<file path="src/rtl/mips_pkg.sv">
// Shared definitions for the MIPS decode stage: opcode/funct constants,
// ALU operation encoding, class and branch/jump encodings, control bundle.
`default_nettype none

package mips_pkg;

   localparam int XLEN_C = 32;

   typedef enum logic [3:0] {
      ALU_ADD  = 4'd0,
      ALU_SUB  = 4'd1,
      ALU_AND  = 4'd2,
      ALU_OR   = 4'd3,
      ALU_XOR  = 4'd4,
      ALU_NOR  = 4'd5,
      ALU_SLT  = 4'd6,
      ALU_SLTU = 4'd7,
      ALU_SLL  = 4'd8,
      ALU_SRL  = 4'd9,
      ALU_SRA  = 4'd10,
      ALU_LUI  = 4'd11,
      ALU_NONE = 4'd15
   } alu_op_e;

   localparam logic [1:0] ICLASS_R   = 2'd0;
   localparam logic [1:0] ICLASS_I   = 2'd1;
   localparam logic [1:0] ICLASS_J   = 2'd2;
   localparam logic [1:0] ICLASS_ILL = 2'd3;

   localparam logic [1:0] BR_NONE = 2'd0;
   localparam logic [1:0] BR_EQ   = 2'd1;
   localparam logic [1:0] BR_NE   = 2'd2;

   localparam logic [1:0] JMP_NONE = 2'd0;
   localparam logic [1:0] JMP_DIR  = 2'd1;
   localparam logic [1:0] JMP_REG  = 2'd2;

   localparam logic [5:0] OP_RTYPE = 6'h00;
   localparam logic [5:0] OP_J     = 6'h02;
   localparam logic [5:0] OP_JAL   = 6'h03;
   localparam logic [5:0] OP_BEQ   = 6'h04;
   localparam logic [5:0] OP_BNE   = 6'h05;
   localparam logic [5:0] OP_ADDI  = 6'h08;
   localparam logic [5:0] OP_ADDIU = 6'h09;
   localparam logic [5:0] OP_SLTI  = 6'h0A;
   localparam logic [5:0] OP_SLTIU = 6'h0B;
   localparam logic [5:0] OP_ANDI  = 6'h0C;
   localparam logic [5:0] OP_ORI   = 6'h0D;
   localparam logic [5:0] OP_XORI  = 6'h0E;
   localparam logic [5:0] OP_LUI   = 6'h0F;
   localparam logic [5:0] OP_LW    = 6'h23;
   localparam logic [5:0] OP_SW    = 6'h2B;

   localparam logic [5:0] FN_SLL  = 6'h00;
   localparam logic [5:0] FN_SRL  = 6'h02;
   localparam logic [5:0] FN_SRA  = 6'h03;
   localparam logic [5:0] FN_JR   = 6'h08;
   localparam logic [5:0] FN_ADD  = 6'h20;
   localparam logic [5:0] FN_ADDU = 6'h21;
   localparam logic [5:0] FN_SUB  = 6'h22;
   localparam logic [5:0] FN_SUBU = 6'h23;
   localparam logic [5:0] FN_AND  = 6'h24;
   localparam logic [5:0] FN_OR   = 6'h25;
   localparam logic [5:0] FN_XOR  = 6'h26;
   localparam logic [5:0] FN_NOR  = 6'h27;
   localparam logic [5:0] FN_SLT  = 6'h2A;
   localparam logic [5:0] FN_SLTU = 6'h2B;

   typedef struct packed {
      logic [1:0] iclass;
      logic [3:0] alu_op;
      logic       use_imm;
      logic       imm_is_zext;
      logic       reg_write;
      logic [4:0] wreg;
      logic       mem_read;
      logic       mem_write;
      logic [1:0] branch;
      logic [1:0] jump;
      logic       ovf_check;
      logic       illegal;
   } ctrl_t;

endpackage

`default_nettype wire

</file>
<file path="src/rtl/mips_instr_decoder_if.sv">
// Fetch-to-decode request and decoded-instruction result bundle.
`default_nettype none

interface mips_instr_decoder_if;
   logic        in_valid;
   logic [31:0] instr;
   logic        out_valid;
   logic [5:0]  op;
   logic [4:0]  rs;
   logic [4:0]  rt;
   logic [4:0]  rd;
   logic [4:0]  sh;
   logic [5:0]  fn;
   logic [31:0] imm_sext;
   logic [31:0] imm_zext;
   logic [25:0] jtarget;
   logic [1:0]  iclass;
   logic [3:0]  alu_op;
   logic        use_imm;
   logic        imm_is_zext;
   logic        reg_write;
   logic [4:0]  wreg;
   logic        mem_read;
   logic        mem_write;
   logic [1:0]  branch;
   logic [1:0]  jump;
   logic        ovf_check;
   logic        illegal;

   modport master (
      output in_valid, instr,
      input  out_valid, op, rs, rt, rd, sh, fn, imm_sext, imm_zext, jtarget,
             iclass, alu_op, use_imm, imm_is_zext, reg_write, wreg,
             mem_read, mem_write, branch, jump, ovf_check, illegal
   );

   modport slave (
      input  in_valid, instr,
      output out_valid, op, rs, rt, rd, sh, fn, imm_sext, imm_zext, jtarget,
             iclass, alu_op, use_imm, imm_is_zext, reg_write, wreg,
             mem_read, mem_write, branch, jump, ovf_check, illegal
   );
endinterface

`default_nettype wire

</file>
<file path="src/rtl/mips_ctrl_lut.sv">
// Combinational op/fn to control-bundle mapping for the decode stage.
`default_nettype none

module mips_ctrl_lut
   import mips_pkg::*;
(
   input  logic [5:0] op_i,
   input  logic [5:0] fn_i,
   input  logic [4:0] rt_i,
   input  logic [4:0] rd_i,
   output ctrl_t      ctrl_o
);

   ctrl_t c;

   always_comb begin
      c        = '0;
      c.alu_op = ALU_NONE;
      case (op_i)
         OP_RTYPE: begin
            c.iclass    = ICLASS_R;
            c.reg_write = 1'b1;
            c.wreg      = rd_i;
            case (fn_i)
               FN_ADD:  begin c.alu_op = ALU_ADD; c.ovf_check = 1'b1; end
               FN_ADDU: c.alu_op = ALU_ADD;
               FN_SUB:  begin c.alu_op = ALU_SUB; c.ovf_check = 1'b1; end
               FN_SUBU: c.alu_op = ALU_SUB;
               FN_AND:  c.alu_op = ALU_AND;
               FN_OR:   c.alu_op = ALU_OR;
               FN_XOR:  c.alu_op = ALU_XOR;
               FN_NOR:  c.alu_op = ALU_NOR;
               FN_SLT:  c.alu_op = ALU_SLT;
               FN_SLTU: c.alu_op = ALU_SLTU;
               FN_SLL:  c.alu_op = ALU_SLL;
               FN_SRL:  c.alu_op = ALU_SRL;
               FN_SRA:  c.alu_op = ALU_SRA;
               FN_JR:   begin c.jump = JMP_REG; c.reg_write = 1'b0; c.wreg = 5'd0; end
               default: c.illegal = 1'b1;
            endcase
         end
         OP_ADDI, OP_ADDIU, OP_SLTI, OP_SLTIU, OP_ANDI, OP_ORI, OP_XORI, OP_LUI, OP_LW: begin
            c.iclass    = ICLASS_I;
            c.use_imm   = 1'b1;
            c.reg_write = 1'b1;
            c.wreg      = rt_i;
            case (op_i)
               OP_ADDI:  begin c.alu_op = ALU_ADD; c.ovf_check = 1'b1; end
               OP_ADDIU: c.alu_op = ALU_ADD;
               OP_SLTI:  c.alu_op = ALU_SLT;
               OP_SLTIU: c.alu_op = ALU_SLTU;
               OP_ANDI:  begin c.alu_op = ALU_AND; c.imm_is_zext = 1'b1; end
               OP_ORI:   begin c.alu_op = ALU_OR;  c.imm_is_zext = 1'b1; end
               OP_XORI:  begin c.alu_op = ALU_XOR; c.imm_is_zext = 1'b1; end
               OP_LW:    begin c.alu_op = ALU_ADD; c.mem_read = 1'b1; end
               default:  c.alu_op = ALU_LUI;
            endcase
         end
         OP_SW: begin
            c.iclass    = ICLASS_I;
            c.use_imm   = 1'b1;
            c.alu_op    = ALU_ADD;
            c.mem_write = 1'b1;
         end
         OP_BEQ: begin c.iclass = ICLASS_I; c.alu_op = ALU_SUB; c.branch = BR_EQ; end
         OP_BNE: begin c.iclass = ICLASS_I; c.alu_op = ALU_SUB; c.branch = BR_NE; end
         OP_J:   begin c.iclass = ICLASS_J; c.jump = JMP_DIR; end
         OP_JAL: begin
            c.iclass    = ICLASS_J;
            c.jump      = JMP_DIR;
            c.reg_write = 1'b1;
            c.wreg      = 5'd31;
         end
         default: c.illegal = 1'b1;
      endcase

      if (c.illegal) begin
         c         = '0;
         c.iclass  = ICLASS_ILL;
         c.alu_op  = ALU_NONE;
         c.illegal = 1'b1;
      end
      // $0 is hard-wired, so a write to it is dropped here rather than downstream.
      if (c.wreg == 5'd0) c.reg_write = 1'b0;
      ctrl_o = c;
   end

endmodule

`default_nettype wire

</file>
<file path="src/rtl/mips_instr_decoder.sv">
// Registered MIPS decode stage: captures the instruction word and its
// control bundle on valid; field and immediate outputs are slices of that register.
`default_nettype none

module mips_instr_decoder
   import mips_pkg::*;
#(
   parameter int XLEN = XLEN_C
)(
   input logic                 clk_i,
   input logic                 rst_n_i,
   mips_instr_decoder_if.slave bus
);

   logic [XLEN-1:0] instr_q;
   ctrl_t           ctrl_q;
   ctrl_t           ctrl_d;
   logic            valid_q;

   mips_ctrl_lut u_lut (
      .op_i   (bus.instr[31:26]),
      .fn_i   (bus.instr[5:0]),
      .rt_i   (bus.instr[20:16]),
      .rd_i   (bus.instr[15:11]),
      .ctrl_o (ctrl_d)
   );

   always_ff @(posedge clk_i or negedge rst_n_i) begin
      if (!rst_n_i) begin
         valid_q <= 1'b0;
         instr_q <= '0;
         ctrl_q  <= '0;
      end else begin
         valid_q <= bus.in_valid;
         if (bus.in_valid) begin
            instr_q <= bus.instr;
            ctrl_q  <= ctrl_d;
         end
      end
   end

   // Fields are taken from the held word so they stay stable across invalid cycles.
   assign bus.out_valid   = valid_q;
   assign bus.op          = instr_q[31:26];
   assign bus.rs          = instr_q[25:21];
   assign bus.rt          = instr_q[20:16];
   assign bus.rd          = instr_q[15:11];
   assign bus.sh          = instr_q[10:6];
   assign bus.fn          = instr_q[5:0];
   assign bus.imm_sext    = {{(XLEN-16){instr_q[15]}}, instr_q[15:0]};
   assign bus.imm_zext    = {{(XLEN-16){1'b0}}, instr_q[15:0]};
   assign bus.jtarget     = instr_q[25:0];
   assign bus.iclass      = ctrl_q.iclass;
   assign bus.alu_op      = ctrl_q.alu_op;
   assign bus.use_imm     = ctrl_q.use_imm;
   assign bus.imm_is_zext = ctrl_q.imm_is_zext;
   assign bus.reg_write   = ctrl_q.reg_write;
   assign bus.wreg        = ctrl_q.wreg;
   assign bus.mem_read    = ctrl_q.mem_read;
   assign bus.mem_write   = ctrl_q.mem_write;
   assign bus.branch      = ctrl_q.branch;
   assign bus.jump        = ctrl_q.jump;
   assign bus.ovf_check   = ctrl_q.ovf_check;
   assign bus.illegal     = ctrl_q.illegal;

endmodule

`default_nettype wire

</file>
<file path="src/flat_wrapper.sv">
// flat-port wrapper written by rule: the top's interface ports become plain ports
module mips_instr_decoder_flat import mips_pkg::*;
#(
   parameter int XLEN = XLEN_C
)
  (clk_i, rst_n_i, bus_in_valid, bus_instr, bus_out_valid, bus_op, bus_rs, bus_rt, bus_rd, bus_sh, bus_fn, bus_imm_sext, bus_imm_zext, bus_jtarget, bus_iclass, bus_alu_op, bus_use_imm, bus_imm_is_zext, bus_reg_write, bus_wreg, bus_mem_read, bus_mem_write, bus_branch, bus_jump, bus_ovf_check, bus_illegal);
  mips_instr_decoder_if bus_i ();
  input logic clk_i;
  input logic rst_n_i;
  input wire logic [$bits(bus_i.in_valid)-1:0] bus_in_valid;
  input wire logic [$bits(bus_i.instr)-1:0] bus_instr;
  output wire logic [$bits(bus_i.out_valid)-1:0] bus_out_valid;
  output wire logic [$bits(bus_i.op)-1:0] bus_op;
  output wire logic [$bits(bus_i.rs)-1:0] bus_rs;
  output wire logic [$bits(bus_i.rt)-1:0] bus_rt;
  output wire logic [$bits(bus_i.rd)-1:0] bus_rd;
  output wire logic [$bits(bus_i.sh)-1:0] bus_sh;
  output wire logic [$bits(bus_i.fn)-1:0] bus_fn;
  output wire logic [$bits(bus_i.imm_sext)-1:0] bus_imm_sext;
  output wire logic [$bits(bus_i.imm_zext)-1:0] bus_imm_zext;
  output wire logic [$bits(bus_i.jtarget)-1:0] bus_jtarget;
  output wire logic [$bits(bus_i.iclass)-1:0] bus_iclass;
  output wire logic [$bits(bus_i.alu_op)-1:0] bus_alu_op;
  output wire logic [$bits(bus_i.use_imm)-1:0] bus_use_imm;
  output wire logic [$bits(bus_i.imm_is_zext)-1:0] bus_imm_is_zext;
  output wire logic [$bits(bus_i.reg_write)-1:0] bus_reg_write;
  output wire logic [$bits(bus_i.wreg)-1:0] bus_wreg;
  output wire logic [$bits(bus_i.mem_read)-1:0] bus_mem_read;
  output wire logic [$bits(bus_i.mem_write)-1:0] bus_mem_write;
  output wire logic [$bits(bus_i.branch)-1:0] bus_branch;
  output wire logic [$bits(bus_i.jump)-1:0] bus_jump;
  output wire logic [$bits(bus_i.ovf_check)-1:0] bus_ovf_check;
  output wire logic [$bits(bus_i.illegal)-1:0] bus_illegal;
  assign bus_i.in_valid = bus_in_valid;
  assign bus_i.instr = bus_instr;
  assign bus_out_valid = bus_i.out_valid;
  assign bus_op = bus_i.op;
  assign bus_rs = bus_i.rs;
  assign bus_rt = bus_i.rt;
  assign bus_rd = bus_i.rd;
  assign bus_sh = bus_i.sh;
  assign bus_fn = bus_i.fn;
  assign bus_imm_sext = bus_i.imm_sext;
  assign bus_imm_zext = bus_i.imm_zext;
  assign bus_jtarget = bus_i.jtarget;
  assign bus_iclass = bus_i.iclass;
  assign bus_alu_op = bus_i.alu_op;
  assign bus_use_imm = bus_i.use_imm;
  assign bus_imm_is_zext = bus_i.imm_is_zext;
  assign bus_reg_write = bus_i.reg_write;
  assign bus_wreg = bus_i.wreg;
  assign bus_mem_read = bus_i.mem_read;
  assign bus_mem_write = bus_i.mem_write;
  assign bus_branch = bus_i.branch;
  assign bus_jump = bus_i.jump;
  assign bus_ovf_check = bus_i.ovf_check;
  assign bus_illegal = bus_i.illegal;
  mips_instr_decoder #(.XLEN(XLEN)) u_core (.clk_i(clk_i), .rst_n_i(rst_n_i), .bus(bus_i));
endmodule
</file>
<file path="config.mk">
export PLATFORM = sky130hd
export DESIGN_NAME = mips_instr_decoder_flat
export DESIGN_NICKNAME = d
export VERILOG_FILES = /design/src/rtl/mips_pkg.sv /design/src/rtl/mips_instr_decoder_if.sv /design/src/rtl/mips_ctrl_lut.sv /design/src/rtl/mips_instr_decoder.sv /design/src/flat_wrapper.sv
export SDC_FILE = /design/constraint.sdc
export NUM_CORES = 1
export LEC_CHECK = 0
export CORE_UTILIZATION = 25
export DETAILED_ROUTE_END_ITERATION = 8
export PLACE_DENSITY = 0.66
export SLEW_MARGIN = 0
export SYNTH_ARGS = -nofsm -noshare
export SYNTH_HDL_FRONTEND = slang
export SYNTH_SLANG_ARGS = --single-unit
</file>
<file path="constraint.sdc">
create_clock -name clk_i -period 2 [get_ports clk_i]
set_input_delay 0.3 -clock clk_i [delete_from_list [all_inputs] [get_ports clk_i]]
set_output_delay 0.3 -clock clk_i [all_outputs]
set_load 0.01 [all_outputs]
</file>
==> impl_metrics.toml <==
[clock_network]
clock_latency_ps = 300
clkSinkCount = 55
cts_buffers = 5
h-tree-depth = 2
clkTransAtPathRegs_ps = 70
root_buffer = "clkbuf_16"
cts_buffer_depth = 2
cts_tree = "built"

[sta]
clock.fmax_mhz = 514.5
tightest_slew_ps = 580.4
fin_crit_sh_pct = 97.19
finalMaxSlewViolations = 0
finalHoldViolCount = 0
setup_viol = 0
layout_min_cycle_time_ps = 1944
slew_headroom_pct = 61.27
fin_skew_ps = 0
setup_tns_ps = 0

[yosys]
synth-simple-area-share_pct = 10.21
synth_mux_area_share_pct = 10.89
yosys_most_used_dff = "dfrtp_1"
synth-edff-count = 0
yosys.area.top_type = "dfrtp_1"
synth_top_area_share_pct = 41.59
synth_seq_cells = 55
synth-async-reset-ratio_pct = 100.0
synth_cell_types = 43
synth_fa_ha_area_share_pct = 0
seq_area_frac_synth_pct = 41.59
avgSynthCellArea_um2 = 10.12
syn_area_mm2 = 0.003309
synth_compound_area_share_pct = 12.78
yosys-top-cells-count = "91 x buf_4, 55 x dfrtp_1, 32 x mux2_2"
yosysWarnings = 0
synthCells = 327
synth_top_family_by_area = "buffers and inverters"
synth_xor_xnor_area_share_pct = 0
synth.most_common_cell = "buf_4"
ys_top_cells_by_area = "dfrtp_1 42%, buf_4 21%, mux2_2 11%"

[critical_path]
rr_endpoint = "u_core.instr_q[15]$_DFFE_PN0P_"
crit_type = "input port to flop"
start_kind = "input port"
endpoint_kind = "flop"
cp_max_fo = 2
crit_arrival_ps = 2140
reg2reg_depth = 1
critPathLaunch = "bus_instr[18]"
r2r-start = "u_core.instr_q[15]$_DFFE_PN0P_"
r2r_slack_ps = 1070
critPathRequiredTime_ps = 2190

[drt]
via_count = 2696
drt_first_iter_violations = 85
wire_per_inst_um = 14.16
ant_nets = 0
viasPerCell = 4.307
firstDrtPassIters = 4
drt-total-wl_um = 8864
post-route-drc-count = 0

[grt]
grt_pass1_vias = 2631
grt_overflow = 0
antenna_found_initial = 0
grt_max_degree = 46
grt_use_total_pct = 13.03
grt_pass1_wl_um = 13320

[placement]
placedInstanceArea_mm2 = 0.004762
dp_hpwl_um = 6938
finalWeightedCongestion = 0.7532
io_buffers = 163

[die]
start_util_pct = 25.91
core-area_mm2 = 0.01277
die_h_um = 117.1
rows = 41
die_w_um = 117.1
die_area_mm2 = 0.01370
io_pins = 180

[layout]
nNetsFinal = 488
final_area_mm2 = 0.004964
utilization_pct = 38.86
drive_gt1_share_pct = 24.23
antennaDiodeCount = 0
area_growth_pct = 49.98

[job]
max_cap_violations = 0

[worst_hold_path]
holdPathEnd = "u_core.instr_q[4]$_DFFE_PN0P_"
hp-class = "input port to flop"
holdPathStages = 3
min_from = "bus_instr[4]"

[pwr]
vdd_ir_drop_max_mv = 0.3245
powerDensity_mw_per_mm2 = 642.0
leakage_nw = 2.055

[status]
status = "finished clean"
[timing repair]
action | CTS | global route
buffers inserted | 0 | 2
pin swaps | 7 | 4
hold endpoints to repair | 21 | 0
resized for setup | 29 | 3
setup endpoints to repair | 1 | 21
hold buffers | 1 | 0
[power by group]
part	internal (W)	leakage, nW	total [W]	switching (W)
clock	0.000502	0.0731	0.000919	0.000417
sequential	0.00120	0.662	0.00127	0.0000779
combinational	0.000591	1.32	0.000994	0.000403
[flip-flops by register name (all words and copies together), names as in the netlist, 2 cells and up]
name               cells
u_core.bus.alu_op      4
u_core.bus.branch      2
u_core.bus.wreg        5
u_core.bus.iclass      2
u_core.instr_q        32
u_core.bus.jump        2
[cell type report]
class / count / area (um2)
Clock buffer: 6 / 138.9
Clock inverter: 2 / 16.27
Fill cell: 1253 / 7810
Inverter: 10 / 37.54
Multi-Input combinational cell: 171 / 1226
Sequential cell: 55 / 1378
Tap cell: 172 / 215.2
Timing Repair Buffer: 210 / 1952
[layer usage]
layer  part of all wire (%)  track usage [%]  vias up
met1                     39            14.54     1255
met3                    9.3            3.811        8
met5                      0                0        -
met2                     50            23.79      149
li1                       -                -     1284
met4                    1.5            4.135        0
[placed cells by master, fill, tap and decap left out, drive strengths merged, types with 3 or more instances in the layout]
master and count:
nor3 4, mux2 32, nor2 16, clkdlybuf4s50 149, conb 16, buf 51
a31oi 6, o22ai 3, o21ai 12, dfrtp 55, a221o 4, dlygate4sd2 8
nor2b 3, o2bb2ai 6, a21oi 14, clkbuf 6, nand3 6, inv 10
nand2 16, o31ai 5
[cell families (layout without fill, tap and decap cells)]
family	count (synthesis)	count (layout)
buffers and inverters	116	228
and+or+nand+nor	62	62
AOI/OAI and AO/OA	61	61
DFF	55	55
muxes	32	32
other	1	16
[stage by stage]
step / instances / total power, W / hold slack [ps] / worst slack, ps
after floorplan: 342 / 0.001851 / 4.409 / 33.16
after global routing: 626 / 0.003361 / 423.2 / -1.108
after detailed placement: 615 / 0.002294 / 319.7 / -570.8
final: 626 / 0.003186 / 417.1 / 56.19
after CTS: 624 / 0.003244 / 352.7 / 1.146
after global placement: 615 / 0.002288 / 312.1 / -539.4
[worst max-delay path: stages]
cell and delay [ps]:
clkdlybuf4s50_1 430, or2_2 330, a221o_1 320, or4_4 510, a32o_1 250
[how the worst max path moves through the flow]
stage                                       endpoint  depth (start not counted)
CTS                 u_core.bus.reg_write$_DFFE_PN0P_                          6
floorplan           u_core.bus.reg_write$_DFFE_PN0P_                          6
detailed placement  u_core.bus.reg_write$_DFFE_PN0P_                          6
global placement    u_core.bus.reg_write$_DFFE_PN0P_                          6
global route        u_core.bus.reg_write$_DFFE_PN0P_                          6
finish              u_core.bus.reg_write$_DFFE_PN0P_                          5
Note: power is estimated with default switching activity, not from simulation.
